File: src/rtl/pwm_burst_gen.sv
// PWM generator with burst/continuous modes and shadowed configuration.
// Starts from a software strobe or a synchronised external start pin.
module pwm_burst_gen #(
    parameter int WIDTH       = 8,
    parameter int CNT_W       = 8,
    parameter int SYNC_STAGES = 2
) (
    input  logic             clk,
    input  logic             rst_n,
    input  logic             ena,
    input  logic [WIDTH-1:0] cfg_period,
    input  logic [WIDTH-1:0] cfg_duty,
    input  logic [CNT_W-1:0] cfg_pulses,
    input  logic             cfg_enable,
    input  logic             cfg_wr,
    input  logic             sw_start,
    input  logic             start_ext,
    output logic             pwm,
    output logic             busy,
    output logic             done,
    output logic [WIDTH-1:0] cnt
);

    typedef enum logic {
        IDLE,
        RUN
    } state_t;

    state_t state_q, state_d;

    logic [SYNC_STAGES-1:0] sync_q, sync_d;
    logic                   prev_q;
    logic                   ext_rise;

    logic [WIDTH-1:0] cnt_q, cnt_d;
    logic [CNT_W-1:0] rem_q, rem_d;
    logic [WIDTH-1:0] per_q, per_d;
    logic [WIDTH-1:0] duty_q, duty_d;
    logic [CNT_W-1:0] pulses_q, pulses_d;
    logic [WIDTH-1:0] pend_per_q, pend_per_d;
    logic [WIDTH-1:0] pend_duty_q, pend_duty_d;
    logic [CNT_W-1:0] pend_pulses_q, pend_pulses_d;
    logic             done_q, done_d;

    assign sync_d   = {sync_q[SYNC_STAGES-2:0], start_ext};
    assign ext_rise = sync_q[SYNC_STAGES-1] & ~prev_q;

    // Synchroniser and edge detector run regardless of ena.
    always_ff @(posedge clk) begin
        if (!rst_n) begin
            sync_q <= '0;
            prev_q <= 1'b0;
        end else begin
            sync_q <= sync_d;
            prev_q <= sync_q[SYNC_STAGES-1];
        end
    end

    // Core state register.
    always_ff @(posedge clk) begin
        if (!rst_n) begin
            state_q       <= IDLE;
            cnt_q         <= '0;
            rem_q         <= '0;
            per_q         <= '0;
            duty_q        <= '0;
            pulses_q      <= '0;
            pend_per_q    <= '0;
            pend_duty_q   <= '0;
            pend_pulses_q <= '0;
            done_q        <= 1'b0;
        end else begin
            state_q       <= state_d;
            cnt_q         <= cnt_d;
            rem_q         <= rem_d;
            per_q         <= per_d;
            duty_q        <= duty_d;
            pulses_q      <= pulses_d;
            pend_per_q    <= pend_per_d;
            pend_duty_q   <= pend_duty_d;
            pend_pulses_q <= pend_pulses_d;
            done_q        <= done_d;
        end
    end

    // Next-state: start, period counting, boundary reload, burst end.
    always_comb begin
        state_d       = state_q;
        cnt_d         = cnt_q;
        rem_d         = rem_q;
        per_d         = per_q;
        duty_d        = duty_q;
        pulses_d      = pulses_q;
        pend_per_d    = pend_per_q;
        pend_duty_d   = pend_duty_q;
        pend_pulses_d = pend_pulses_q;
        done_d        = 1'b0;
        if (ena) begin
            if (cfg_wr) begin
                pend_per_d    = cfg_period;
                pend_duty_d   = cfg_duty;
                pend_pulses_d = cfg_pulses;
            end
            unique case (state_q)
                IDLE: begin
                    if (cfg_enable && (sw_start || ext_rise)) begin
                        state_d  = RUN;
                        cnt_d    = '0;
                        per_d    = pend_per_q;
                        duty_d   = pend_duty_q;
                        pulses_d = pend_pulses_q;
                        rem_d    = pend_pulses_q;
                    end
                end
                RUN: begin
                    if (!cfg_enable) begin
                        state_d = IDLE;
                        cnt_d   = '0;
                    end else if (cnt_q == per_q) begin
                        cnt_d    = '0;
                        per_d    = cfg_wr ? cfg_period : pend_per_q;
                        duty_d   = cfg_wr ? cfg_duty   : pend_duty_q;
                        pulses_d = cfg_wr ? cfg_pulses : pend_pulses_q;
                        if (pulses_q != '0) begin
                            if (rem_q == CNT_W'(1)) begin
                                state_d = IDLE;
                                done_d  = 1'b1;
                            end
                            if (rem_q != '0) begin
                                rem_d = rem_q - 1'b1;
                            end
                        end
                    end else begin
                        cnt_d = cnt_q + 1'b1;
                    end
                end
            endcase
        end
    end

    assign pwm  = (state_q == RUN) && (cnt_q < duty_q);
    assign busy = (state_q == RUN);
    assign done = done_q;
    assign cnt  = cnt_q;

endmodule

File: config.mk
export PLATFORM = sky130hd
export DESIGN_NAME = pwm_burst_gen
export DESIGN_NICKNAME = d
export VERILOG_FILES = /design/src/rtl/pwm_burst_gen.sv
export SDC_FILE = /design/constraint.sdc
export NUM_CORES = 1
export LEC_CHECK = 0
export ABC_AREA = 0
export CAP_MARGIN = 20
export CORE_MARGIN = 2
export CORE_UTILIZATION = 45
export DETAILED_ROUTE_END_ITERATION = 16
export PLACE_DENSITY = 0.68
export RECOVER_POWER = 25
export SLEW_MARGIN = 5
export SYNTH_ARGS = -nofsm -noshare
export SYNTH_HDL_FRONTEND = slang
export SYNTH_SLANG_ARGS = --single-unit
export TNS_END_PERCENT = 100
File: constraint.sdc
create_clock -name clk -period 2.2 [get_ports clk]
set_input_delay 0.33 -clock clk [delete_from_list [all_inputs] [get_ports clk]]
set_output_delay 0.33 -clock clk [all_outputs]
set_load 0.05 [all_outputs]
Yosys cells after proc, flatten, opt, wreduce, memory -nomap -nowiden
Index checks and enable logic that the tools add are counted.

operators by class
  add/sub/neg operators = 2
  reductions and logical operators = 9
  $lt $le $gt $ge = 1
  muxes and demuxes = 31
  eq/ne operators = 7
  bitwise gates (word level) = 3

operators with widths
  cell                                                                      count
  8-bit 2-to-1 mux                                                          19
  8-bit case mux with 2 select lines                                        5
  8-bit nonzero test                                                        2
  6-bit AND reduction                                                       2
  8-bit by 1-bit adder with 8-bit output (second input constant)            1
  8-bit by 1-bit equality test with 1-bit output (second input constant)    1
  8-bit equality test                                                       1
  8-bit less-than comparator                                                1
  8-bit by 1-bit subtractor with 8-bit output (second input constant)       1
  1-bit 2-to-1 mux                                                          6
  2-bit by 1-bit inequality test with 1-bit output (second input constant)  3
  2-bit inequality test (second input constant)                             2
  4-bit AND reduction                                                       1
  1-bit logical AND                                                         2
  1-bit inverter                                                            2
  1-bit case mux with 2 select lines                                        1
  2-bit AND reduction                                                       1
  1-bit AND                                                                 1
  1-bit logical OR                                                          1

word-level totals
  word-level logic and storage cells = 65
  output and inout port bits = 11
  register bits after elaboration = 69
  input port bits = 31

Longest topological paths before layout
  depth after elaboration = 6
  mapped depth = 8
  depth with buffers taken out = 7

Worst setup path after synthesis
No wires, ideal clock.

  kind = register -> output
  from = register state_q (netlist: busy)
  to = output pwm
  stages on the path, launching flop included = 4
  required time = 1870 ps
  path buffers = 1
  arrival time = 2875 ps
  path slack = -1005 ps
  cells stage by stage = dfxtp_1 -> buf_2 -> inv_1 -> o311ai_0

between the ends
  longest elaborated chain between the ends = 1

RTL lines
  element                 RTL line  RTL
  start, declared         29        state_t state_q, state_d;
  start signal, assigned  73        state_q <= state_d;
  1-bit logical AND       141       assign pwm = (state_q == RUN) && (cnt_q < duty_q);
  end, declared           18        output logic pwm,

No other way between the ends.

Final worst setup path
  from = register cnt_q[1] (netlist: cnt[1])
  to = output pwm

between the ends
  longest elaborated chain between the ends = 2

RTL lines
  element                     RTL line  RTL
  start, declared             35        logic [WIDTH-1:0] cnt_q, cnt_d;
  start signal, assigned      74        cnt_q <= cnt_d;
  8-bit less-than comparator  141
  1-bit logical AND           141

No other way between the ends.

==> impl_metrics.ini <==
[synth]
syn_nets = 453
synth_compound_area_frac = 0.218
synth_mux_area_frac = 0.00581
yosysTopAreaCell = dfxtp_1
synth.most_common_cell = nand2_1
synthSimpleGateAreaFrac = 0.245
synth_xor_area_frac = 0.0382
synthTopCellsByArea = dfxtp_1 (40%), nand2_1 (9.8%), a311oi_2 (8.7%)
ys_seq_area_frac = 0.401
synthTopCellsByCount = nand2_1 (90), dfxtp_1 (69), nor2_1 (38), nand3_1 (30), a21oi_1 (28)
synth_fa_ha_area_frac = 0.0400
synth_cells = 411
synth.avg_cell_area_sq_um = 8.38
ys_ff_latch = 69
synth_top_family_by_area = simple AND/OR/NAND/NOR gates
ys.flop_type = dfxtp_1
ys_warn_count = 0
yosysUniqueCellTypes = 50
synth-edff-count = 0
syn_area_sq_um = 3440
synth_top_area_frac = 0.401
async_flop_share = 0

[final_layout]
final_nets = 497
finalNonFillerCells = 559
fin_util = 0.580
drive_gt1_frac = 0.161
area_delta_synth_final_pct = 23.5
antenna_cells = 0

[min_path]
whs_path_depth = 1
min-delay-start = sync_q[0]$_SDFF_PN0_
holdPathEnd = sync_q[1]$_SDFF_PN0_
hold_class = reg2reg

[clocking]
cts.sinks = 69
clock_latency_ps = 340
hold_buffers = 0
root_buffer = clkbuf_8
cts_made_buffers = 9
cts_tree = done
htreeDepth = 3
cts.path.max_buffers = 2
clk_pin_slew_ps = 70

[pwr]
p_total_mw = 2.81
power_leakage_nw = 1.42
ir_drop_uv = 342
p_per_area_nw_per_um2 = 661

[setup_path]
crit_required_ps = 1870
critical_path_buf_inv_count = 1
crit_type = reg2out
cp_slowest_stage_delay_ps = 360
r2r-start = rem_q[0]$_SDFFE_PN0P_
reg2reg_slack_ps = 270
start_kind = register
critPathLaunch = cnt[1]$_SDFFE_PN0P_
cp.arrival_ps = 1840
crit_chain = ha_4 > a21o_1 > a21o_1 > a211oi_2 > o21ai_1 > o311ai_2 > buf_12
endpoint_kind = output port
reg2reg_depth = 7
crit_top_cell = a21o_1
r2r_end = rem_q[4]$_SDFFE_PN0P_
worstPathMaxFanout = 2
critPathSlowestCell = dfxtp_4
cp_top_family = compound AO/OA/AOI/OAI gates

[floorplan]
pin_count = 42
die_area_sq_um = 8370
die_y_um = 91.5
die_w_um = 91.5
core_area_sq_um = 7330
rows = 31
start_util = 0.470

[sta]
relSlewSlack = 0.599
worst_pin_slew_ps = 596
finalCritPeriodShare = 0.988
setup_violations = 0
rsz0062_at_grt = true
timing.fmax_mhz = 460
finalHoldViolations = 0
hold_ws_ps = 447
period_needed_ps = 2170
clock-skew-final_ps = 7.71
slew_violations = 0

[placed_design]
hpwl_mm = 5.83
dp.cells = 542
gp_congestion = 0.896
port_buffers = 41

[route]
drtIter0Drc = 101
ant_nets = 0
drt-total-wl_mm = 8.37
routedWlPerCell_um = 15.0
via_per_inst = 5.44
num_vias = 3039
drc = 0
drtPass1Iterations = 4

[global_routing]
grt_max_degree = 42
antenna_found_initial = 0
grt_first_pass_wirelength_mm = 14.1
grt_pass1_vias = 2832
grtUsageTotal = 0.213
overflow = 0

[outcome]
status = complete, no violations

[flow_run]
cap_violations = 0
[per-stage QoR]
stage	TNS, ps	instance area, sq um	worst slack, ps
6_report	0	4250	26.2
5_1_grt	-102	4250	-102
3_3_place_gp	0	4050	200
2_1_floorplan	0	3450	35.3
4_1_cts	0	4260	7.20
3_5_place_dp	0	4050	148
[registers in the layout (all words and copies together) (netlist names), 8 cells and up]
name           flops
cnt                8
duty_q             8
pend_duty_q        8
pend_per_q         8
pend_pulses_q      8
per_q              8
pulses_q           8
rem_q              8
[placed cells by master (no fill, tap or decap), types with 15 or more instances in the layout]
cell | netlist | layout
a21oi_1 | 28 | 28
a311oi_2 | 20 | 20
buf_4 | 1 | 15
clkdlybuf4s50_1 | 0 | 38
dfxtp_1 | 69 | 65
nand2_1 | 90 | 90
nand3_1 | 30 | 30
nor2_1 | 38 | 38
[timing repair]
| action | 4_1_cts | 5_1_grt |
|---|---|---|
| buffers inserted | 1 | 0 |
| gates resized for setup | 8 | 0 |
| gates cloned | 0 | 0 |
| pin swaps | 5 | 0 |
| setup endpoints to repair | 1 | 1 |
[how the worst max path moves through the flow]
| stage | cells past startpoint | endpoint | slack [ps] |
|---|---|---|---|
| 3_5_place_dp | 6 | cnt[3]$_SDFFE_PN0P_ | 150 |
| 2_1_floorplan | 3 | pwm | 40 |
| 4_1_cts | 4 | pwm | 7 |
| 5_1_grt | 8 | pwm | -100 |
| 6_report | 7 | pwm | 30 |
| 3_3_place_gp | 6 | rem_q[7]$_SDFFE_PN0P_ | 200 |
[cells by family after synthesis]
group	Yosys count
muxes	2
adders and majority gates	11
buffers and inverters	41
and+or+nand+nor	186
DFF	69
AOI/OAI and AO/OA	87
xor gates and xnor gates	15
[metal layers]
metal	GRT usage	share of wire	wire, um	up-vias
met2	0.327	0.47	3900	88
met4	0.106	0.022	187	0
met1	0.285	0.47	3900	1405
met5	0	0	0	-
met3	0.0382	0.046	388	12
li1	-	-	-	1534
[final cells by class]
class                           instances  area [sq um]
Fill cell                             625          3080
Multi-Input combinational cell        301          1910
Sequential cell                        69          1390
Timing Repair Buffer                   61           596
Clock buffer                           10           138
Tap cell                               99           124
Inverter                               13          48.8
Clock inverter                          6          47.5
[report_power, final]
part	total (mW)	internal, mW	switching, mW
sequential	1.35	1.31	0.0463
combinational	0.498	0.222	0.276
clock	0.959	0.445	0.514
Power figures use the tool's default switching activity.
